### src/rtl/icoder_scan.sv
// icoder_scan: registered scanning one-hot/multi-hot to binary encoder.
// Captures a 2**M-bit request vector over a valid/ready handshake and
// emits the binary index of each asserted bit, lowest index first, one
// index per output beat. Per-vector status (population count, one-hot,
// empty) is held constant across all beats of that vector.
module icoder_scan #(
    parameter int M          = 4,
    parameter bit ACTIVE_LOW = 1'b1,
    parameter bit MODE       = 1'b1
) (
    input  logic                clk,
    input  logic                rst,
    input  logic                in_valid,
    output logic                in_ready,
    input  logic [(2**M)-1:0]   in_vec,
    output logic                out_valid,
    input  logic                out_ready,
    output logic [M-1:0]        out_idx,
    output logic                out_last,
    output logic                out_none,
    output logic                out_onehot,
    output logic [M:0]          out_cnt
);

    localparam int N = 2**M;

    typedef enum logic [0:0] {
        IDLE = 1'b0,
        SCAN = 1'b1
    } state_t;

    state_t         r_state;
    state_t         w_stateNext;

    logic [N-1:0]   r_pend;
    logic [M:0]     r_cnt;
    logic           r_onehot;
    logic           r_none;

    logic [N-1:0]   w_vec;
    logic [M:0]     w_popCnt;
    logic [M-1:0]   w_lowIdx;
    logic [N-1:0]   w_pendRest;
    logic           w_atMostOne;
    logic           w_accept;
    logic           w_beat;
    logic           w_lastBeat;

    // Bring the request vector to "1 means asserted" regardless of input polarity
    always_comb begin
        w_vec = ACTIVE_LOW ? ~in_vec : in_vec;
    end

    // Population count of the normalised vector, only used at capture time
    always_comb begin
        w_popCnt = '0;
        for (int i = 0; i < N; i++) begin
            w_popCnt = w_popCnt + {{M{1'b0}}, w_vec[i]};
        end
    end

    // Index of the lowest pending bit; scanning downward lets the lowest win, empty gives 0
    always_comb begin
        w_lowIdx = '0;
        for (int i = N - 1; i >= 0; i--) begin
            if (r_pend[i]) begin
                w_lowIdx = i[M-1:0];
            end
        end
    end

    // Pending bits with the lowest one removed; zero means this is the final pending bit
    always_comb begin
        w_pendRest  = r_pend & (r_pend - {{(N-1){1'b0}}, 1'b1});
        w_atMostOne = (w_pendRest == '0);
    end

    // Output decode from the registered state; no path from in_vec reaches the outputs
    always_comb begin
        out_valid  = (r_state == SCAN);
        out_last   = (r_state == SCAN) && (!MODE || w_atMostOne);
        out_idx    = w_lowIdx;
        out_cnt    = r_cnt;
        out_onehot = r_onehot;
        out_none   = r_none;
        w_beat     = out_valid && out_ready;
        w_lastBeat = w_beat && out_last;
        in_ready   = !rst && ((r_state == IDLE) || w_lastBeat);
        w_accept   = in_valid && in_ready;
    end

    // Next-state logic: a fresh accept always scans, otherwise the last beat returns to idle
    always_comb begin
        w_stateNext = r_state;
        if (w_accept) begin
            w_stateNext = SCAN;
        end else if (w_lastBeat) begin
            w_stateNext = IDLE;
        end
    end

    // State register
    always_ff @(posedge clk) begin
        if (rst) begin
            r_state <= IDLE;
        end else begin
            r_state <= w_stateNext;
        end
    end

    // Pending-bit register: load on accept, strip the emitted bit on each handshake
    always_ff @(posedge clk) begin
        if (rst) begin
            r_pend <= '0;
        end else if (w_accept) begin
            r_pend <= w_vec;
        end else if (w_lastBeat) begin
            r_pend <= '0;
        end else if (w_beat) begin
            r_pend <= w_pendRest;
        end
    end

    // Per-vector status registers, captured once on accept and held for every beat
    always_ff @(posedge clk) begin
        if (rst) begin
            r_cnt    <= '0;
            r_onehot <= 1'b0;
            r_none   <= 1'b0;
        end else if (w_accept) begin
            r_cnt    <= w_popCnt;
            r_onehot <= (w_popCnt == {{M{1'b0}}, 1'b1});
            r_none   <= (w_vec == '0);
        end
    end

endmodule

### config.mk
export PLATFORM = sky130hd
export DESIGN_NAME = icoder_scan
export DESIGN_NICKNAME = d
export VERILOG_FILES = /design/src/rtl/icoder_scan.sv
export SDC_FILE = /design/constraint.sdc
export NUM_CORES = 1
export LEC_CHECK = 0
export BUFFER_PORTS_ARGS = -buffer_cell sky130_fd_sc_hd__buf_2
export CAP_MARGIN = 0
export CORE_MARGIN = 8
export CORE_UTILIZATION = 51
export DETAILED_ROUTE_END_ITERATION = 12
export GPL_ROUTABILITY_DRIVEN = 0
export PLACE_DENSITY = 0.76
export SLEW_MARGIN = 40
export SYNTH_ARGS = -nofsm -noshare
export SYNTH_HDL_FRONTEND = slang
export SYNTH_SLANG_ARGS = --single-unit
### constraint.sdc
create_clock -name clk -period 4.05 [get_ports clk]
set_clock_uncertainty 0.05 [all_clocks]
set_input_delay 0.405 -clock clk [delete_from_list [all_inputs] [get_ports clk]]
set_output_delay 0.405 -clock clk [all_outputs]
set_load 0.03 [all_outputs]
# Word-level counts from Yosys, hierarchy flattened
# Cells that the tools add are included.
# classes
eq_ne	1
shift	0
multipliers	0
div	0
mux	21
n_bitwise	3
n_addsub	16
reduce_logical	11
n_lt_le_gt_ge	0
# op_table
operator	n
$mux 4	16
$add 5x1->5	11
$mux 16	3
$logic_not 16->1	2
$and 16x16->16	1
$not 16->16	1
$sub 16x1->16 const B	1
$add 4x1->5	1
$eq 5x1->1 const B	1
$logic_and 1x1->1	5
$add 3x1->4	1
$add 2x1->3	1
$reduce_bool 3->1	1
$add 1x1->2	1
$mux 1	2
$reduce_bool 2->1	1
$logic_not 1->1	1
$logic_or 1x1->1	1
$not 1->1	1
# totals
regBits	24
elab_cells	57
ramBits	0
n_memories	0
mem_bits_ro	0
latchBits	0
out_inout_bits	14

# Longest topological paths before layout
# Gate-level depths: netlist of run 1.
# depth
ltp_word	17
ltp_mapped	14

# Least setup slack after synthesis of run 1
# Ideal clock, no wire load.
# synth_timing
kind	input -> register
start	input port in_vec[0]
end	register r_onehot, in the netlist out_onehot
n_path_buf	0
setup_slack_ns	0.135
path_stages	12
setup_time_ns	0.079
arrival_ns	3.786
required_ns	3.921
cell_sequence	inv_1 > fa_1 > fa_1 > fa_1 > fa_1 > ha_1 > fa_1 > xnor2_1 > nand3_1 > a211oi_1 > a22oi_1 > o211ai_1
# synth_between
elab_chain_cells	17
# synth_rtl
element	line	rtl
start, declared	15	input logic [(2**M)-1:0] in_vec,
$not 16->16	51	w_vec = ACTIVE_LOW ? ~in_vec : in_vec;
$add 1x1->2	58	w_popCnt = w_popCnt + {{M{1'b0}}, w_vec[i]};
$add 2x1->3	58	
$add 3x1->4	58	
$add 4x1->5	58	
$add 5x1->5 (11 in series)	58	
$eq 5x1->1	132	r_onehot <= (w_popCnt == {{M{1'b0}}, 1'b1});
end signal, assigned	132	
end, declared	37	logic r_onehot;
# Every way passes these cells.
# A chain may end at the register's enable or synchronous reset.

# Worst setup path after layout of run 1
# Same ends and word-level chain as after synthesis.

==> out/metrics.csv, run 1 <==
metric,value,unit
XOR/XNOR share of the synthesized area,0.00859,
Place WS,-0.155,ns
Starting Density,0.521,
Port-buffer cells,33,
MaxCap Viol Count,0,
Post-Synth Adder-Cell Area,0.140,
final hold violation count,0,
status,"complete, no violations",
DP Area,0.00230,sq mm
gr ovfl total,0,
min Tclk post-route,3.86,ns
Main synth FF type,dfxtp_1,
sequential cell area,480,sq um
worst hold path type,input port to flip-flop,
Post-synth EDFFs,0,
asr flop ratio synth,0,
Worst setup SP type,input port,
Clock H-tree levels,1,
Worst path max stage delay,0.59,ns
Peak supply drop,0.363,mV
# clock sinks,24,
crit path capture type,flip-flop,
num ports,34,
Multi-input gate area,0.00138,sq mm
Die Span Y,79.2,microns
endpoints failing setup,0,
"Critical Path, Cell by Cell","buf_2, inv_1, fa_1, fa_1, fa_1, fa_1, ha_1, fa_1, a21o_1, a211oi_2, a22oi_1, o211ai_1",
worst-margin pin slew,0.649,ns
Synth Warn #,0,
cell mode on critical path,fa_1,
Final ANT Viol Nets,0,
leakage,1.02,nW
crit path kind,input port to flip-flop,
register area share after synthesis,0.236,
"CP delay by family, top",adder cells,
Buf/Inv on CP,2,
mux cell area share after synthesis,0,
"Clk pin slew, worst setup/hold paths",0.09,ns
initial antenna violation count,0,
"Max FO, Critical Path",2,
largest family of logic cells by synthesized area,compound AO/OA/AOI/OAI gates,
library cells used by synthesis,49,
vias per std cell,5.88,
relative slew slack,0.566,
fin crit share,0.953,
via count,1946,
setup slack after layout,0.192,ns
Synth Area in Compound Gates,0.316,
crit path DAT,4.01,ns
Clock Root Buffer,clkbuf_8,
gr usage total,0.168,
Site Rows,23,
RSZ-0062 raised after global routing,false,
achievable frequency,0.259,GHz
Worst EP required,4.20,ns
CTS Hold Bufs,0,
fin area,0.00238,sq mm
maximum root-to-sink buffer count,2,
Core Area,0.00391,sq mm
Post-DP HPWL,3.95,mm
Seq cells post-synth,24,
cts bufs inserted,3,
Area Growth Syn to Fin,17.0,%
n_diodes,0,
die footprint,0.00628,sq mm
CTS tree,done,
Post-Synthesis Cells,243,
syn nets,279,
Critical-path top delay cell,fa_1,
DRT iter0 DRCs,93,
TritonRoute pass-1 iters,4,
clock latency on the worst-skew pair,0.27,ns
Post-Layout Cell Count,331,
largest net degree at the start of global routing,16,
Power Dens Cells,497,mW/mm^2
final net count,318,
Total Routed Length,5.17,mm
syn_area_per_cell,8.39,sq um
Remaining DRCs,0,
share of layout cells above drive strength 1,0.260,
final slew viol count,0,
cell total after placement,327,
Post-Synth Simple-Gate Area,0.207,
number of global-route vias before repair,1892,
Die W,79.2,microns
WL per Instance,15.6,microns
Filler Cell Count,372,
total chip power,0.00119,W
mapped cell area,0.00204,sq mm
first-pass GRT wire length,8.71,mm
## where the power goes
group | switching, W | internal [W]
combinational | 0.000363 | 0.000296
clock | 0.0000839 | 0.000132
sequential | 0.0000423 | 0.000268
total | 0.000489 | 0.000696
## layout by cell type, fill, tap and decap left out, types with 2 or more instances in the layout
master / count
a21o_1: 3
nand4_1: 4
a22oi_1: 5
o21ai_0: 20
buf_4: 15
nand3b_1: 8
a21oi_1: 12
a211oi_1: 2
o21ai_2: 9
nor4_4: 3
and3_1: 3
o211ai_1: 9
buf_2: 33
a31oi_1: 5
nor3_1: 8
and2_1: 3
nor2_1: 19
fa_1: 10
inv_1: 30
nand3_1: 10
nor2b_1: 4
dfxtp_1: 24
ha_1: 6
a2111oi_4: 2
o31a_1: 2
nand2_1: 6
clkbuf_8: 3
## registers in the layout, summed over array words and instances (netlist names)
name,cells
out_cnt,5
out_none,1
out_onehot,1
out_valid,1
r_pend,16
## layout make-up
type	instances	area share
tap	50	0.0262
sequential	24	0.201
clock inverter	1	0.0126
clock buffer	3	0.0173
multi-input combinational	175	0.579
inverter	30	0.0472
timing repair buffer	48	0.116
## layer usage
metal	track usage	routed length [microns]
met1	0.213	2300
met2	0.289	2590
met3	0.0237	231
met4	0.0481	51
met5	0	0
## Yosys cell counts (all sizes together) (8+ instances only)
cell type,number,area share
nand3b,9,0.039
clkbuf,8,0.017
nand3,10,0.025
a21oi,13,0.037
dfxtp,24,0.24
nor3,8,0.020
fa,10,0.098
o21ai,30,0.090
inv,30,0.055
o211ai,9,0.033
nor2,19,0.035
## cell families (layout without fill, tap and decap cells)
| group | count (synthesis) | count (layout) |
|---|---|---|
| flops | 24 | 24 |
| simple gates | 70 | 70 |
| buf+inv | 44 | 82 |
| fa+ha+maj | 17 | 17 |
| compound gates | 86 | 86 |
| xor+xnor | 2 | 2 |
## what timing repair did
action / 4_1_cts / 5_1_grt
setup buffers: 0 / 0
resized for setup: 0 / 2
setup endpoints to repair: 0 / 1
## metrics by stage
step,util,setup TNS (ns),hold slack [ns]
4_1_cts,0.606,0,0.279
5_1_grt,0.609,0,0.273
3_5_place_dp,0.588,-0.155,0.464
2_1_floorplan,-,0,0.443
6_report,0.609,0,0.281
3_3_place_gp,0.586,-0.0611,0.459
## final timing paths
check,from,end,slack [ns],cells past startpoint
worst max-delay path,in_vec[0],out_onehot,0.19,12
worst min-delay path,in_vec[14],r_pend[14],0.28,2
worst max register to register,r_pend[0],r_pend[10],1.20,7
worst min register to register,out_cnt[0],out_cnt[0],0.48,2
Note: power is estimated with default switching activity, not from simulation.
==> inputs of run 2 (changes only) <==
--- a/config.mk
+++ b/config.mk
@@ -8,10 +8,10 @@
 export BUFFER_PORTS_ARGS = -buffer_cell sky130_fd_sc_hd__buf_2
 export CAP_MARGIN = 0
 export CORE_MARGIN = 8
-export CORE_UTILIZATION = 51
+export CORE_UTILIZATION = 57
 export DETAILED_ROUTE_END_ITERATION = 12
 export GPL_ROUTABILITY_DRIVEN = 0
-export PLACE_DENSITY = 0.76
+export PLACE_DENSITY = 0.81
 export SLEW_MARGIN = 40
 export SYNTH_ARGS = -nofsm -noshare
 export SYNTH_HDL_FRONTEND = slang
==> constraint.sdc (replaced) <==
create_clock -name clk -period 3.58 [get_ports clk]
set_clock_uncertainty 0.05 [all_clocks]
set_input_delay 0.358 -clock clk [delete_from_list [all_inputs] [get_ports clk]]
set_output_delay 0.358 -clock clk [all_outputs]
set_load 0.03 [all_outputs]
==> out/metrics.csv, run 2 (synthesis gave the netlist of run 1 again) <==
metric,value,unit,change
final net count,320,,+0.63%
worst hold start,in_vec[14],,
hold endpoint,r_pend[14],,
met3 WL post-DR,231,microns,unchanged
number of global-route vias before repair,1880,,-0.63%
worst-case reg-to-reg path depth,7,,unchanged
Post-DP HPWL,4.12,mm,+4.3%
min Tclk post-route,3.67,ns,
"most common cell after layout, fill and taps aside",buf_2,,
share of layout cells above drive strength 1,0.304,,+0.0441
status,"complete, but fails checks",,
Multi-input gate area,0.00140,sq mm,+1.5%
Power Dens Cells,564,mW/mm^2,+13%
crit path DAT,3.89,ns,-0.12 ns
clock latency on the worst-skew pair,0.33,ns,+0.06 ns
num ports,34,,unchanged
Buf/Inv on CP,2,,unchanged
initial antenna violation count,0,,unchanged
CTS Hold Bufs,0,,unchanged
final hold violation count,0,,unchanged
flop2flop setup slack,0.70,ns,-0.50 ns
MaxCap Viol Count,0,,unchanged
"Critical Path, Cell by Cell","buf_8, fa_1, inv_2, fa_2, fa_1, fa_1, ha_2, fa_2, nor2_2, nand3_1, a211oi_2, a22oi_1, o211ai_1",,
Max Used Layer,met4,,
endpoints failing setup,1,,+1
leakage,1.02,nW,+0.41%
via count,1940,,-0.31%
Starting Density,0.601,,+0.0805
metal2 WL,2.62,mm,+1.2%
RSZ-0062 raised after global routing,true,,
relative slew slack,0.605,,+0.0385
die footprint,0.00574,sq mm,-8.4%
Port-buffer cells,33,,unchanged
Peak supply drop,0.443,mV,+22%
"Clk pin slew, worst setup/hold paths",0.14,ns,+0.05 ns
max FFs per register,16,,unchanged
sequential cell area,480,sq um,unchanged
Clock H-tree levels,1,,unchanged
# clock sinks,24,,unchanged
WL per Instance,16.0,microns,+2.6%
maximum root-to-sink buffer count,2,,unchanged
achievable frequency,0.273,GHz,
cell mode on critical path,fa_1,,
TritonRoute pass-1 iters,4,,unchanged
vias per std cell,5.90,,+0.30%
Setup TNS,-0.0887,ns,-0.0887 ns
Total Routed Length,5.27,mm,+2.0%
worst-margin pin slew,0.590,ns,-0.0585 ns
Largest Register,r_pend,,
crit path kind,input port to flip-flop,,
Critical-path top delay cell,fa_1,,
Worst setup SP type,input port,,
"Max FO, Critical Path",2,,unchanged
CTS tree,done,,
n_diodes,0,,unchanged
worst hold path type,input port to flip-flop,,
gr usage total,0.198,,+0.0298
Die W,75.8,microns,-4.3%
Worst EP required,3.80,ns,-0.40 ns
Die Span Y,75.8,microns,-4.3%
Worst R2R Start,r_pend[0],,
Reg-to-Reg End,r_pend[10],,
Area Growth Syn to Fin,18.7,%,
DRT iter0 DRCs,148,,+59%
failing checks,setup timing,,
most frequent cells in the layout,"buf_2 (29), inv_1 (25), dfxtp_1 (24)",,
setup slack after layout,-0.0887,ns,-0.280 ns
Worst path max stage delay,0.54,ns,-0.05 ns
final slew viol count,0,,unchanged
Site Rows,21,,-8.7%
Clock Root Buffer,clkbuf_4,,
Final ANT Viol Nets,0,,unchanged
total chip power,0.00136,W,+15%
Filler Cell Count,280,,-25%
first-pass GRT wire length,8.77,mm,+0.71%
"CP delay by family, top",adder cells,,
largest net degree at the start of global routing,16,,unchanged
Core Area,0.00339,sq mm,-13%
cts bufs inserted,3,,unchanged
gr ovfl total,0,,unchanged
fin crit share,1.02,,
Remaining DRCs,0,,unchanged
WL met1,2.31,mm,+0.65%
Hold Path Cell Cnt,2,,unchanged
crit path capture type,flip-flop,,
[run 2: cell types whose count changed in the layout (fill, tap and decap cells not counted), sizes merged]
cell,before,now
buf,48,50
bufinv,1,0
clkbuf,3,4
[run 2: worst max path at each step]
stage                    start    endpoint  slack, ns  cells past startpoint
floorplan           in_vec[11]  out_onehot      -0.15                     12
global placement     in_vec[0]  out_onehot      -0.35                     13
detailed placement   in_vec[0]  out_onehot      -0.42                     13
CTS                 in_vec[11]  out_onehot      -0.06                     13
global route         in_vec[9]  out_onehot      -0.21                     13
finish               in_vec[9]  out_onehot      -0.09                     13
[run 2: area by class of cell]
type,instances,share of cell area
inverters,30,0.0476
clock buffers,4,0.0150
flip-flops and latches,24,0.199
repair buffers,50,0.136
well taps,46,0.0238
multi-input cells,175,0.579
[run 2: timing repair]
action                     CTS  global route
gates resized for setup      3            17
pin swaps                    2            14
setup endpoints to repair    3             4
buffers inserted             0             2
[run 2: layer usage]
layer,track usage,vias to the layer above
li1,-,960
met1,0.245,918
met2,0.327,54
met3,0.0303,8
met4,0.0938,0
met5,0,-
[run 2: worst register-to-register path, cell delays in order (launching register included)]
cell and delay (ns):
dfxtp_1 0.45, nor4_4 0.62, and3_1 0.48, a21oi_4 0.13, a2111oi_4 0.47, a22oi_2 0.20
buf_4 0.23, o21ai_0 0.16
[run 2: stage by stage]
| step | setup WS, ns | std cells | hold slack [ns] | util | area (sq um) |
|---|---|---|---|---|---|
| after detailed placement | -0.418 | 322 | 0.468 | 0.680 | 2310 |
| after floorplan | -0.153 | 243 | 0.396 | - | 2060 |
| after global routing | -0.213 | 329 | 0.190 | 0.714 | 2420 |
| final | -0.0887 | 329 | 0.186 | 0.714 | 2420 |
| after CTS | -0.0571 | 326 | 0.182 | 0.694 | 2350 |
| after global placement | -0.354 | 322 | 0.459 | 0.680 | 2310 |
[run 2: report_power, final]
group | switching (W) | total [W] | leakage, nW | internal, W
Clock | 0.0000851 | 0.000147 | 0.0210 | 0.0000623
Combinational | 0.000448 | 0.000865 | 0.805 | 0.000417
Sequential | 0.0000488 | 0.000352 | 0.197 | 0.000303
==> inputs of run 3 (changes only) <==
--- a/config.mk
+++ b/config.mk
@@ -7,11 +7,12 @@
 export LEC_CHECK = 0
 export BUFFER_PORTS_ARGS = -buffer_cell sky130_fd_sc_hd__buf_2
 export CAP_MARGIN = 0
+export CORE_ASPECT_RATIO = 2
 export CORE_MARGIN = 8
-export CORE_UTILIZATION = 57
+export CORE_UTILIZATION = 60
 export DETAILED_ROUTE_END_ITERATION = 12
 export GPL_ROUTABILITY_DRIVEN = 0
-export PLACE_DENSITY = 0.81
+export PLACE_DENSITY = 0.84
 export SLEW_MARGIN = 40
 export SYNTH_ARGS = -nofsm -noshare
 export SYNTH_HDL_FRONTEND = slang
==> constraint.sdc (replaced) <==
create_clock -name clk -period 4.37 [get_ports clk]
set_clock_uncertainty 0.05 [all_clocks]
set_input_delay 0.2185 -clock clk [delete_from_list [all_inputs] [get_ports clk]]
set_output_delay 0.2185 -clock clk [all_outputs]
set_load 0.03 [all_outputs]
==> out/metrics.csv, run 3 (synthesis gave the netlist of run 1 again) <==
metric,value,unit,change
status,"complete, no violations",,
CTS Hold Bufs,0,,unchanged
internal power,0.000580,W,-26%
Total Routed Length,5.16,mm,-2.2%
Largest Register,r_pend,,
sw frac,0.425,,-0.00172
Filler Cell Count,284,,+1.4%
leakage,0.945,nW,-7.6%
worst-case reg-to-reg path depth,6,,-1
"CP delay by family, top",adder cells,,
Worst setup SP type,input port,,
Power Dens Cells,448,mW/mm^2,-20%
Post-DP HPWL,4.07,mm,-1.1%
"most common cell after layout, fill and taps aside",buf_2,,
RSZ-0062 raised after global routing,false,,
DP Area,0.00218,sq mm,-5.6%
maximum root-to-sink buffer count,2,,unchanged
crit path kind,input port to flip-flop,,
DRT iter0 DRCs,81,,-45%
MaxCap Viol Count,0,,unchanged
WL met1,2.04,mm,-12%
cell mode on critical path,fa_1,,
Clk pwr share,0.196,,+0.088
Comb pwr share,0.516,,-0.118
fin area,0.00225,sq mm,-7.1%
final net count,304,,-5.0%
Buf/Inv on CP,2,,unchanged
Crit path depth,13,,unchanged
gr ovfl total,0,,unchanged
via count,1953,,+0.67%
vias per std cell,6.53,,+11%
Clock H-tree levels,1,,unchanged
Die W,57.2,microns,-25%
number of global-route vias before repair,1876,,-0.21%
die footprint,0.00563,sq mm,-2.0%
Place WS,0.314,ns,+0.732 ns
Worst path max stage delay,0.56,ns,+0.02 ns
net switching power,0.000428,W,-26%
# clock sinks,24,,unchanged
Die Span Y,98.4,microns,+30%
Site Rows,30,,+43%
met3 WL post-DR,395,microns,+71%
first-pass GRT wire length,8.74,mm,-0.31%
CTS tree,done,,
setup slack after layout,0.590,ns,+0.679 ns
Final ANT Viol Nets,0,,unchanged
largest net degree at the start of global routing,16,,unchanged
Sequential Power Share,0.288,,+0.030
achievable frequency,0.265,GHz,
Clock Root Buffer,clkbuf_8,,
# resized after CTS,0,,-3
share of layout cells above drive strength 1,0.213,,-0.0904
final hold violation count,0,,unchanged
fin crit share,0.865,,
initial antenna violation count,0,,unchanged
gr usage total,0.183,,-0.0151
Remaining DRCs,0,,unchanged
worst-margin pin slew,0.823,ns,+0.232 ns
metal2 WL,2.59,mm,-1.1%
crit path capture type,flip-flop,,
TritonRoute pass-1 iters,4,,unchanged
endpoints failing setup,0,,-1
relative slew slack,0.452,,-0.153
clock latency on the worst-skew pair,0.27,ns,-0.06 ns
Hold Path Cell Cnt,2,,unchanged
Peak supply drop,0.415,mV,-6.5%
Port-buffer cells,33,,unchanged
Setup TNS,0,ns,+0.0887 ns
crit path DAT,3.93,ns,+0.04 ns
setup bufs post-CTS,0,,unchanged
n_diodes,0,,unchanged
worst hold path type,input port to flip-flop,,
Worst EP required,4.52,ns,+0.72 ns
total chip power,0.00101,W,-26%
"Clk pin slew, worst setup/hold paths",0.09,ns,-0.05 ns
WL per Instance,17.2,microns,+7.6%
"Critical Path, Cell by Cell","buf_2, inv_1, fa_1, fa_1, fa_1, fa_1, ha_1, fa_1, xnor2_1, nand3_1, a211oi_1, a22oi_1, o211ai_1",,
final core area utilization,0.681,,-0.0332
final slew viol count,0,,unchanged
Core Area,0.00330,sq mm,-2.5%
most frequent cells in the layout,"buf_2 (33), inv_1 (30), dfxtp_1 (24)",,
"Max FO, Critical Path",3,,+1
cts bufs inserted,3,,unchanged
Critical-path top delay cell,fa_1,,
max FFs per register,16,,unchanged
num ports,34,,unchanged
Starting Density,0.617,,+0.0157
Max Used Layer,met4,,
Area Growth Syn to Fin,10.3,%,
min Tclk post-route,3.78,ns,
==> run 3: changes by cell type in the layout (fill, tap and decap cells not counted), sizes merged <==
cell	before	now
bufinv	0	1
clkbuf	4	3
buf	50	34
==> run 3: layout make-up <==
cell class	count	area (sq um)	area share
timing repair buffer	34	176	0.0785
clock buffer	3	41.3	0.0184
tap	32	40.0	0.0178
multi-input combinational	175	1370	0.608
inverter	30	113	0.0501
sequential	24	480	0.214
clock inverter	1	30.0	0.0134
==> run 3: per-stage QoR <==
| step | hold slack (ns) | instances |
|---|---|---|
| 2_1_floorplan | 0.257 | 243 |
| 3_3_place_gp | 0.387 | 294 |
| 3_5_place_dp | 0.388 | 295 |
| 4_1_cts | 0.0995 | 299 |
| 5_1_grt | 0.0893 | 299 |
| 6_report | 0.0978 | 299 |
==> run 3: worst paths after layout <==
check / startpoint / to / slack [ns]
hold / removal: in_vec[3] / r_pend[3] / 0.1
hold reg to reg: out_cnt[0] / out_cnt[0] / 0.48
setup / recovery: in_vec[0] / out_onehot / 0.59
setup reg to reg: r_pend[0] / out_valid / 1.33
==> run 3: worst register-to-register path: stages, from the launching register on <==
cell,delay (ns)
dfxtp_1,0.43
nor4_4,0.61
and3_1,0.47
a21oi_4,0.13
a2111oi_4,0.81
a21oi_1,0.21
o21ba_2,0.23
==> run 3: power by group through the flow <==
stage / clock (W) / combinational (W) / sequential (W)
after floorplan: 0 / 0.000376 / 0.000314
after global placement: 0 / 0.000493 / 0.000292
after detailed placement: 0 / 0.000514 / 0.000293
after CTS: 0.000197 / 0.000519 / 0.000289
after global routing: 0.000208 / 0.000577 / 0.000295
final: 0.000198 / 0.000520 / 0.000290
==> run 3: routing by layer <==
layer | up-vias | global-route usage
li1 | 922 | -
met1 | 927 | 0.235
met2 | 93 | 0.295
met3 | 11 | 0.0309
met4 | 0 | 0.0673
met5 | - | 0
